$ cat config.mk
export PLATFORM = sky130hd
export DESIGN_NAME = pixel_readout_ctrl
export DESIGN_NICKNAME = d
export VERILOG_FILES = /design/src/rtl/pixel_readout_ctrl.sv
export SDC_FILE = /design/constraint.sdc
export NUM_CORES = 1
export LEC_CHECK = 0
export CAP_MARGIN = 40
export CORE_MARGIN = 1
export CORE_UTILIZATION = 26
export CTS_BUF_LIST = sky130_fd_sc_hd__clkbuf_2 sky130_fd_sc_hd__clkbuf_4 sky130_fd_sc_hd__clkbuf_8
export CTS_CLUSTER_DIAMETER = 40
export CTS_CLUSTER_SIZE = 8
export DETAILED_ROUTE_END_ITERATION = 16
export PLACE_DENSITY = 0.46
export REMOVE_ABC_BUFFERS = 1
export SYNTH_ARGS = -nofsm -noshare
export SYNTH_HDL_FRONTEND = slang
export SYNTH_SLANG_ARGS = --single-unit
export TNS_END_PERCENT = 1
$ cat constraint.sdc
create_clock -name clk -period 2.6 [get_ports clk]
set_clock_uncertainty 0.1 [all_clocks]
set_input_delay 0.26 -clock clk [delete_from_list [all_inputs] [get_ports clk]]
set_output_delay 0.26 -clock clk [all_outputs]
set_load 0.005 [all_outputs]
$ cat src/rtl/pixel_readout_ctrl.sv
// Frame sequencer for the pixel array: erase, expose, ramp-ADC convert, then
// row-by-row readout streamed over a valid/ready interface.
module pixel_readout_ctrl #(
  parameter int PIXEL_ARRAY_WIDTH  = 3,
  parameter int PIXEL_ARRAY_HEIGHT = 3,
  parameter int PIXEL_BITS         = 8,
  parameter int ERASE_CYCLES       = 4,
  parameter int EXPOSE_WIDTH       = 16
) (
  input  logic                                      clk,
  input  logic                                      reset,
  input  logic                                      start,
  input  logic                                      continuous,
  input  logic [EXPOSE_WIDTH-1:0]                   expose_cycles,
  output logic                                      pixel_erase,
  output logic                                      pixel_expose,
  output logic                                      pixel_convert,
  output logic [PIXEL_BITS-1:0]                     adc_count,
  output logic                                      pixel_read,
  output logic [PIXEL_ARRAY_HEIGHT-1:0]             row_select,
  input  logic [PIXEL_ARRAY_WIDTH*PIXEL_BITS-1:0]   pixel_data,
  output logic [PIXEL_ARRAY_WIDTH*PIXEL_BITS-1:0]   out_data,
  output logic                                      out_valid,
  input  logic                                      out_ready,
  output logic                                      out_last,
  output logic                                      busy,
  output logic                                      frame_done
);

  localparam int ROW_W   = (PIXEL_ARRAY_HEIGHT > 1) ? $clog2(PIXEL_ARRAY_HEIGHT) : 1;
  localparam int ERASE_W = $clog2(ERASE_CYCLES + 1);
  localparam int CNT_W   = (EXPOSE_WIDTH > ERASE_W) ? EXPOSE_WIDTH : ERASE_W;
  localparam logic [ROW_W-1:0] LAST_ROW   = ROW_W'(PIXEL_ARRAY_HEIGHT - 1);
  localparam logic [CNT_W-1:0] ERASE_LOAD = CNT_W'(ERASE_CYCLES - 1);

  typedef enum logic [2:0] {
    S_IDLE, S_ERASE, S_EXPOSE, S_CONVERT, S_READ_SEL, S_READ_OUT, S_DONE
  } state_t;

  state_t                  state, state_nxt;
  logic [CNT_W-1:0]        cnt;
  logic [EXPOSE_WIDTH-1:0] expose_lat;
  logic [ROW_W-1:0]        row;
  logic                    cnt_zero;
  logic                    adc_max;
  logic                    last_row;

  assign cnt_zero = (cnt == '0);
  assign adc_max  = (adc_count == '1);
  assign last_row = (row == LAST_ROW);

  // NOTE: sequential state uses non-blocking assignments so every register
  // samples pre-edge values regardless of process ordering.
  always_ff @(posedge clk) begin
    if (reset) state <= S_IDLE;
    else       state <= state_nxt;
  end

  // NOTE: every output of this block is defaulted first so no path leaves a
  // value unassigned, which would otherwise infer a latch.
  always_comb begin
    state_nxt     = state;
    pixel_erase   = 1'b0;
    pixel_expose  = 1'b0;
    pixel_convert = 1'b0;
    pixel_read    = 1'b0;
    row_select    = '0;
    out_valid     = 1'b0;
    out_last      = 1'b0;
    busy          = (state != S_IDLE);
    frame_done    = 1'b0;
    case (state)
      S_IDLE:    if (start) state_nxt = S_ERASE;
      S_ERASE: begin
        pixel_erase = 1'b1;
        if (cnt_zero) state_nxt = S_EXPOSE;
      end
      S_EXPOSE: begin
        pixel_expose = 1'b1;
        if (cnt_zero) state_nxt = S_CONVERT;
      end
      S_CONVERT: begin
        pixel_convert = 1'b1;
        if (adc_max) state_nxt = S_READ_SEL;
      end
      S_READ_SEL: begin
        pixel_read = 1'b1;
        row_select = PIXEL_ARRAY_HEIGHT'(1) << row;
        state_nxt  = S_READ_OUT;
      end
      S_READ_OUT: begin
        pixel_read = 1'b1;
        row_select = PIXEL_ARRAY_HEIGHT'(1) << row;
        out_valid  = 1'b1;
        out_last   = last_row;
        if (out_ready) state_nxt = last_row ? S_DONE : S_READ_SEL;
      end
      S_DONE: begin
        frame_done = 1'b1;
        state_nxt  = continuous ? S_ERASE : S_IDLE;
      end
      default: state_nxt = S_IDLE;
    endcase
  end

  // cnt is a shared down-counter: loaded with (length-1) on entry to ERASE
  // and EXPOSE, so a phase ends in the cycle where it reads zero.
  always_ff @(posedge clk) begin
    if (reset) begin
      cnt        <= '0;
      expose_lat <= '0;
      row        <= '0;
      adc_count  <= '0;
      out_data   <= '0;
    end else begin
      case (state)
        S_IDLE: if (start) begin
          expose_lat <= (expose_cycles == '0) ? EXPOSE_WIDTH'(1) : expose_cycles;
          cnt        <= ERASE_LOAD;
          row        <= '0;
        end
        S_ERASE:    cnt <= cnt_zero ? CNT_W'(expose_lat - EXPOSE_WIDTH'(1)) : cnt - CNT_W'(1);
        S_EXPOSE:   if (!cnt_zero) cnt <= cnt - CNT_W'(1);
        // Rolls over to 0 on the max-code cycle, exactly as CONVERT exits.
        S_CONVERT:  adc_count <= adc_count + PIXEL_BITS'(1);
        S_READ_SEL: out_data <= pixel_data;
        S_READ_OUT: if (out_ready && !last_row) row <= row + ROW_W'(1);
        S_DONE: begin
          cnt <= ERASE_LOAD;
          row <= '0;
        end
        default: ;
      endcase
    end
  end

endmodule

# Word level (Yosys, flattened, before mapping)
# Index checks and enable logic that the tools add are counted.
[word_totals] output_inout_bits=43 regBits=69 in_bits=45
[op_classes] n_eq_ne=15 shift=1 reduce_logical=13 n_mux=24 n_addsub=4
[op_table] cell="two-way mux 16 bit" count=4
[op_table] cell="case mux 16 bit (4 select lines)" count=1
[op_table] cell="zero test 16 bit" count=2
[op_table] cell="subtractor 16 x 1 -> 16 bit (second input constant)" count=2
[op_table] cell="case mux 3 bit (7 select lines)" count=1
[op_table] cell="two-way mux 3 bit" count=6
[op_table] cell="!= test 2 bit (second input constant)" count=7
[op_table] cell="equality test 3 bit (second input constant)" count=3
[op_table] cell="adder 8 x 1 -> 8 bit (second input constant)" count=1
[op_table] cell="equality test 8 bit (second input constant)" count=1
[op_table] cell="two-way mux 1 bit" count=8
[op_table] cell="equality test 3 x 2 -> 1 bit (second input constant)" count=2
[op_table] cell="two-way mux 2 bit" count=3
[op_table] cell="case mux 2 bit (3 select lines)" count=1
[op_table] cell="AND reduction 3 bit" count=2
[op_table] cell="nonzero test 3 bit" count=2
[op_table] cell="AND reduction 5 bit" count=1
[op_table] cell="nonzero test 4 bit" count=1
[op_table] cell="equality test 3 x 1 -> 1 bit (second input constant)" count=1
[op_table] cell="zero test 3 bit" count=1
[op_table] cell="<< shifter 1 x 2 -> 3 bit (first input constant)" count=1
[op_table] cell="adder 2 x 1 -> 2 bit (second input constant)" count=1
[op_table] cell="equality test 2 bit (second input constant)" count=1
[op_table] cell="AND reduction 2 bit" count=1
[op_table] cell="3 further kinds" count=3

# Depth between registers and ports, before layout
[logic_depth] word_depth=5 mapped_depth=9

# Worst setup path before layout
# No wires, ideal clock.
[synth_timing] kind="flip-flop to flip-flop" start="register cnt[10]" end="register cnt[15]" setup_slack_ps=296 t_arrival_ps=2090 path_stages_with_launch=8 period_less_slack_ps=2304 required_time_ps=2385 cell_sequence="dfxtp_1 > or4_1 > nand4bb_4 > or2_1 > buf_6 > a2111oi_4 > a211oi_1 > o21a_1"
[synth_via] elab_chain_len=3 word_cells_on_any_way=7
[synth_rtl] element="from (decl)" line_no="41" text="logic [CNT_W-1:0] cnt;"
[synth_rtl] element="from (signal assigned)" line_no="122" text="S_ERASE: cnt <= cnt_zero ? CNT_W'(expose_lat - EXPOSE_WIDTH'(1)) : cnt - CNT_W'(1);"
[synth_rtl] element="from (signal assigned)" line_no="123" text="S_EXPOSE: if (!cnt_zero) cnt <= cnt - CNT_W'(1);"
[synth_rtl] element="subtractor 16 x 1 -> 16 bit or zero test 16 bit (tied branches)" line_no="122, 123, 48"
[synth_rtl] element="two-way mux 16 bit, or another cell as far along" line_no="123"
[synth_rtl] element="case mux 16 bit (4 select lines) or AND reduction 3 bit (tied branches)"
# Parallel ways exist; a longest one is shown, timed or not. The select of a mux whose other input is x is not followed.
# A chain may end at the register's enable or synchronous reset.

# Worst setup path after layout
[layout_timing] start="register state[0]" end="output port pixel_expose"
[layout_via] elab_chain_len=2
[layout_rtl] element="from (decl)" line_no="40" text="state_t state, state_nxt;"
[layout_rtl] element="from (signal assigned)" line_no="56" text="else state <= state_nxt;"
[layout_rtl] element="equality test 3 x 2 -> 1 bit" line_no="72" text="case (state)"
[layout_rtl] element="two-way mux 1 bit" line_no="72"
[layout_rtl] element="to (decl)" line_no="16" text="output logic pixel_expose,"
# No other way between the ends.

==> qor.yml <==
max_clock_freq_mhz: 409.0
routed.top_layer: "met4"
drt-initial-drc-count: 139
syn_area_per_cell_sq_um: 7.603
cts_setup_buffers: 0
antenna_found_initial: 0
drive_above_1_share_pct: 7.720
dr_wl_met2_mm: 4.666
fin_crit_sh_pct: 94.05
multi_input_area_sq_um: 1989
die_w_um: 119.1
grt_pass1_vias: 3432
cp_num_buf_inv: 3
synth_area_leaders: "dfxtp_1 39%, nand2_1 9.9%, a21oi_1 9.3%"
drv_cap: 0
end_kind: "primary output"
yosysMostFrequentCell: "nand2_1"
p_leak_nw: 1.720
seq_area_sq_um: 1383
power_frac_comb_pct: 56.7
track_usage_pct: 15.99
p_switching_mw: 2.273
initial_core_util_pct: 26.82
run_status: "completed"
antenna_cells: 0
met3WireLength_um: 933
yosys_warnings: 0
crit_chain: "buf_4, nand2b_1, inv_1, clkdlybuf4s50_1"
finalNetCount: 606
yosysTopAreaCell: "dfxtp_1"
whs_ps: 276.0
clock_sinks: 69
whs_path_depth: 2
coreArea_sq_um: 13300
grt_first_pass_wirelength_mm: 17.77
hold_viol: 0
numCtsBuffers: 9
io-pin-count: 88
period_needed_ps: 2445
synth_edf_count: 0
dp_hpwl_mm: 8.086
crit_path_max_fanout: 18
p_per_area_nw_per_um2: 1062
die_y_um: 119.1
synth_seq_cells: 69
synth_top_area_share_pct: 38.74
clk_pin_slew_worst_paths_ps: 80
die_area_sq_um: 14190
hold_path_class: "in2reg"
vias_per_cell: 4.820
io_buffers: 87
grt_max_degree: 28
crit_cells: 4
required_ps: 2240
htree_levels: 3
fillerInstances: 1430
postRouteAntennaNets: 0
path_class: "reg2out"
r2r_cells: 6
vias: 3533
rows: 42
synth_area_sq_um: 3566
wl_per_cell_um: 14.88
synth_async_sr_flop_share_pct: 0
wl_met1_mm: 5.083
power_mw: 5.136
cp_top_family: "buffers and inverters"
syn_to_final_growth_pct: 35.65
dpl_cell_area_sq_um: 4664
synthFlopType: "dfxtp_1"
start_kind: "register"
maxSlewHeadroom_pct: 62.96
pwr-share-clk_pct: 15.7
ys_seq_area_share_pct: 38.74
cts_tree: "done"
pwr-share-seq_pct: 27.6
synth.distinct_cells: 49
insertion_delay_ps: 360
worst_pin_slew_ps: 555.6
gr-total-overflow: 0
final.setup.tns_ps: 0
cp.arrival_ps: 2090
clockRootBuffer: "clkbuf_8"
drt_wl_total_mm: 10.91
postLayoutCellArea_sq_um: 4837
synth_common_cells: "94 x nand2_1, 69 x dfxtp_1, 66 x a21oi_1"
maxSlewViolCount: 0
synth_cells: 469
cts_buffer_depth: 2
cpPeakStageDelay_ps: 470
drc: 0
routabilityCongestion: 0.8831
swShare_pct: 44.25
peakVddDrop_mv: 0.4857
slowest_stage: "dfxtp_1"
p_int_mw: 2.863
dr.pass1.iters: 4
setup_viol: 0
grt_setup_unrepaired: "false"
==> final cells by class <==
type | instances | area share (%)
clock buffer | 12 | 3.285
tap | 176 | 4.553
sequential | 69 | 28.58
multi-input combinational | 349 | 41.13
clock inverter | 2 | 0.2069
timing repair buffer | 105 | 20.69
inverter | 20 | 1.552
==> state kept, by name, indices dropped and copies added (netlist names) <==
name        flops
cnt            16
state           3
out_data       24
adc_count       8
expose_lat     16
row             2
==> cells by family (layout without fill, tap and decap cells) <==
logic type	count (synthesis)	after routing	share of synthesized area (%)
DFF	69	69	38.74
xor gates and xnor gates	19	19	4.667
buffers and inverters	51	139	5.684
AOI/OAI and AO/OA	123	123	21.86
muxes	1	1	0.2807
adders and majority gates	7	7	2.456
and+or+nand+nor	199	199	26.32
==> layout by cell type, fill, tap and decap left out, drive strengths merged, types with 2 or more instances in the layout <==
cell,instances
o22ai,4
clkbuf,12
or3,7
nor4,6
and2,5
ha,7
nand2b,9
a2111oi,2
o31ai,2
a31oi,2
a211oi,6
a21oi,67
nand4,5
xnor2,6
nor3,13
o32ai,8
nand2,94
buf,19
xor2,13
nand3,11
o21ai,14
nor2,31
o21a,3
dfxtp,69
and3,3
or4,5
a22oi,3
nor2b,5
inv,20
o32a,5
clkdlybuf4s50,86
clkinv,2
or2,3
==> per-layer routing <==
layer / vias to the layer above / track usage (%)
li1: 1795 / -
met1: 1616 / 20.15
met2: 105 / 24.24
met3: 17 / 5.699
met4: 0 / 7.358
met5: - / 0
==> worst paths after layout <==
path / start / to / slack (ps)
worst min register to register: out_data[17]$_SDFFE_PP0P_ / out_data[17]$_SDFFE_PP0P_ / 350
worst min-delay path: reset / cnt[1]$_SDFFE_PP0P_ / 280
worst max register to register: cnt[11]$_SDFFE_PP0P_ / cnt[14]$_SDFFE_PP0P_ / 190
worst max-delay path: state[0]$_SDFFE_PP0P_ / pixel_expose / 150
==> what timing repair did <==
action,4_1_cts,5_1_grt
endpoints found under the setup margin,0,2
hold buffers,0,0
resized for setup,0,2
hold endpoints to repair,0,0
==> through the flow <==
step | setup WS, ps | util (%) | instances
2_1_floorplan | 246.2 | - | 438
3_3_place_gp | 151.9 | 35.08 | 719
3_5_place_dp | 137.9 | 35.08 | 719
4_1_cts | 90.22 | 36.35 | 733
5_1_grt | 64.81 | 36.38 | 733
6_report | 154.8 | 36.38 | 733
==> worst reg2reg max path, stage by stage (launching register included) <==
cell	delay [ps]
dfxtp_1	330
or4_1	560
nand4bb_4	300
or2_4	340
a21oi_4	270
o21ai_1	110
o31a_1	290
==> power by group through the flow <==
stage | registers, mW | logic (mW) | clock network [mW]
2_1_floorplan | 1.42 | 1.90 | 0
3_3_place_gp | 1.43 | 2.90 | 0
3_5_place_dp | 1.44 | 2.87 | 0
4_1_cts | 1.42 | 2.88 | 0.840
5_1_grt | 1.45 | 3.19 | 0.875
6_report | 1.42 | 2.91 | 0.806
Power figures use the tool's default switching activity.
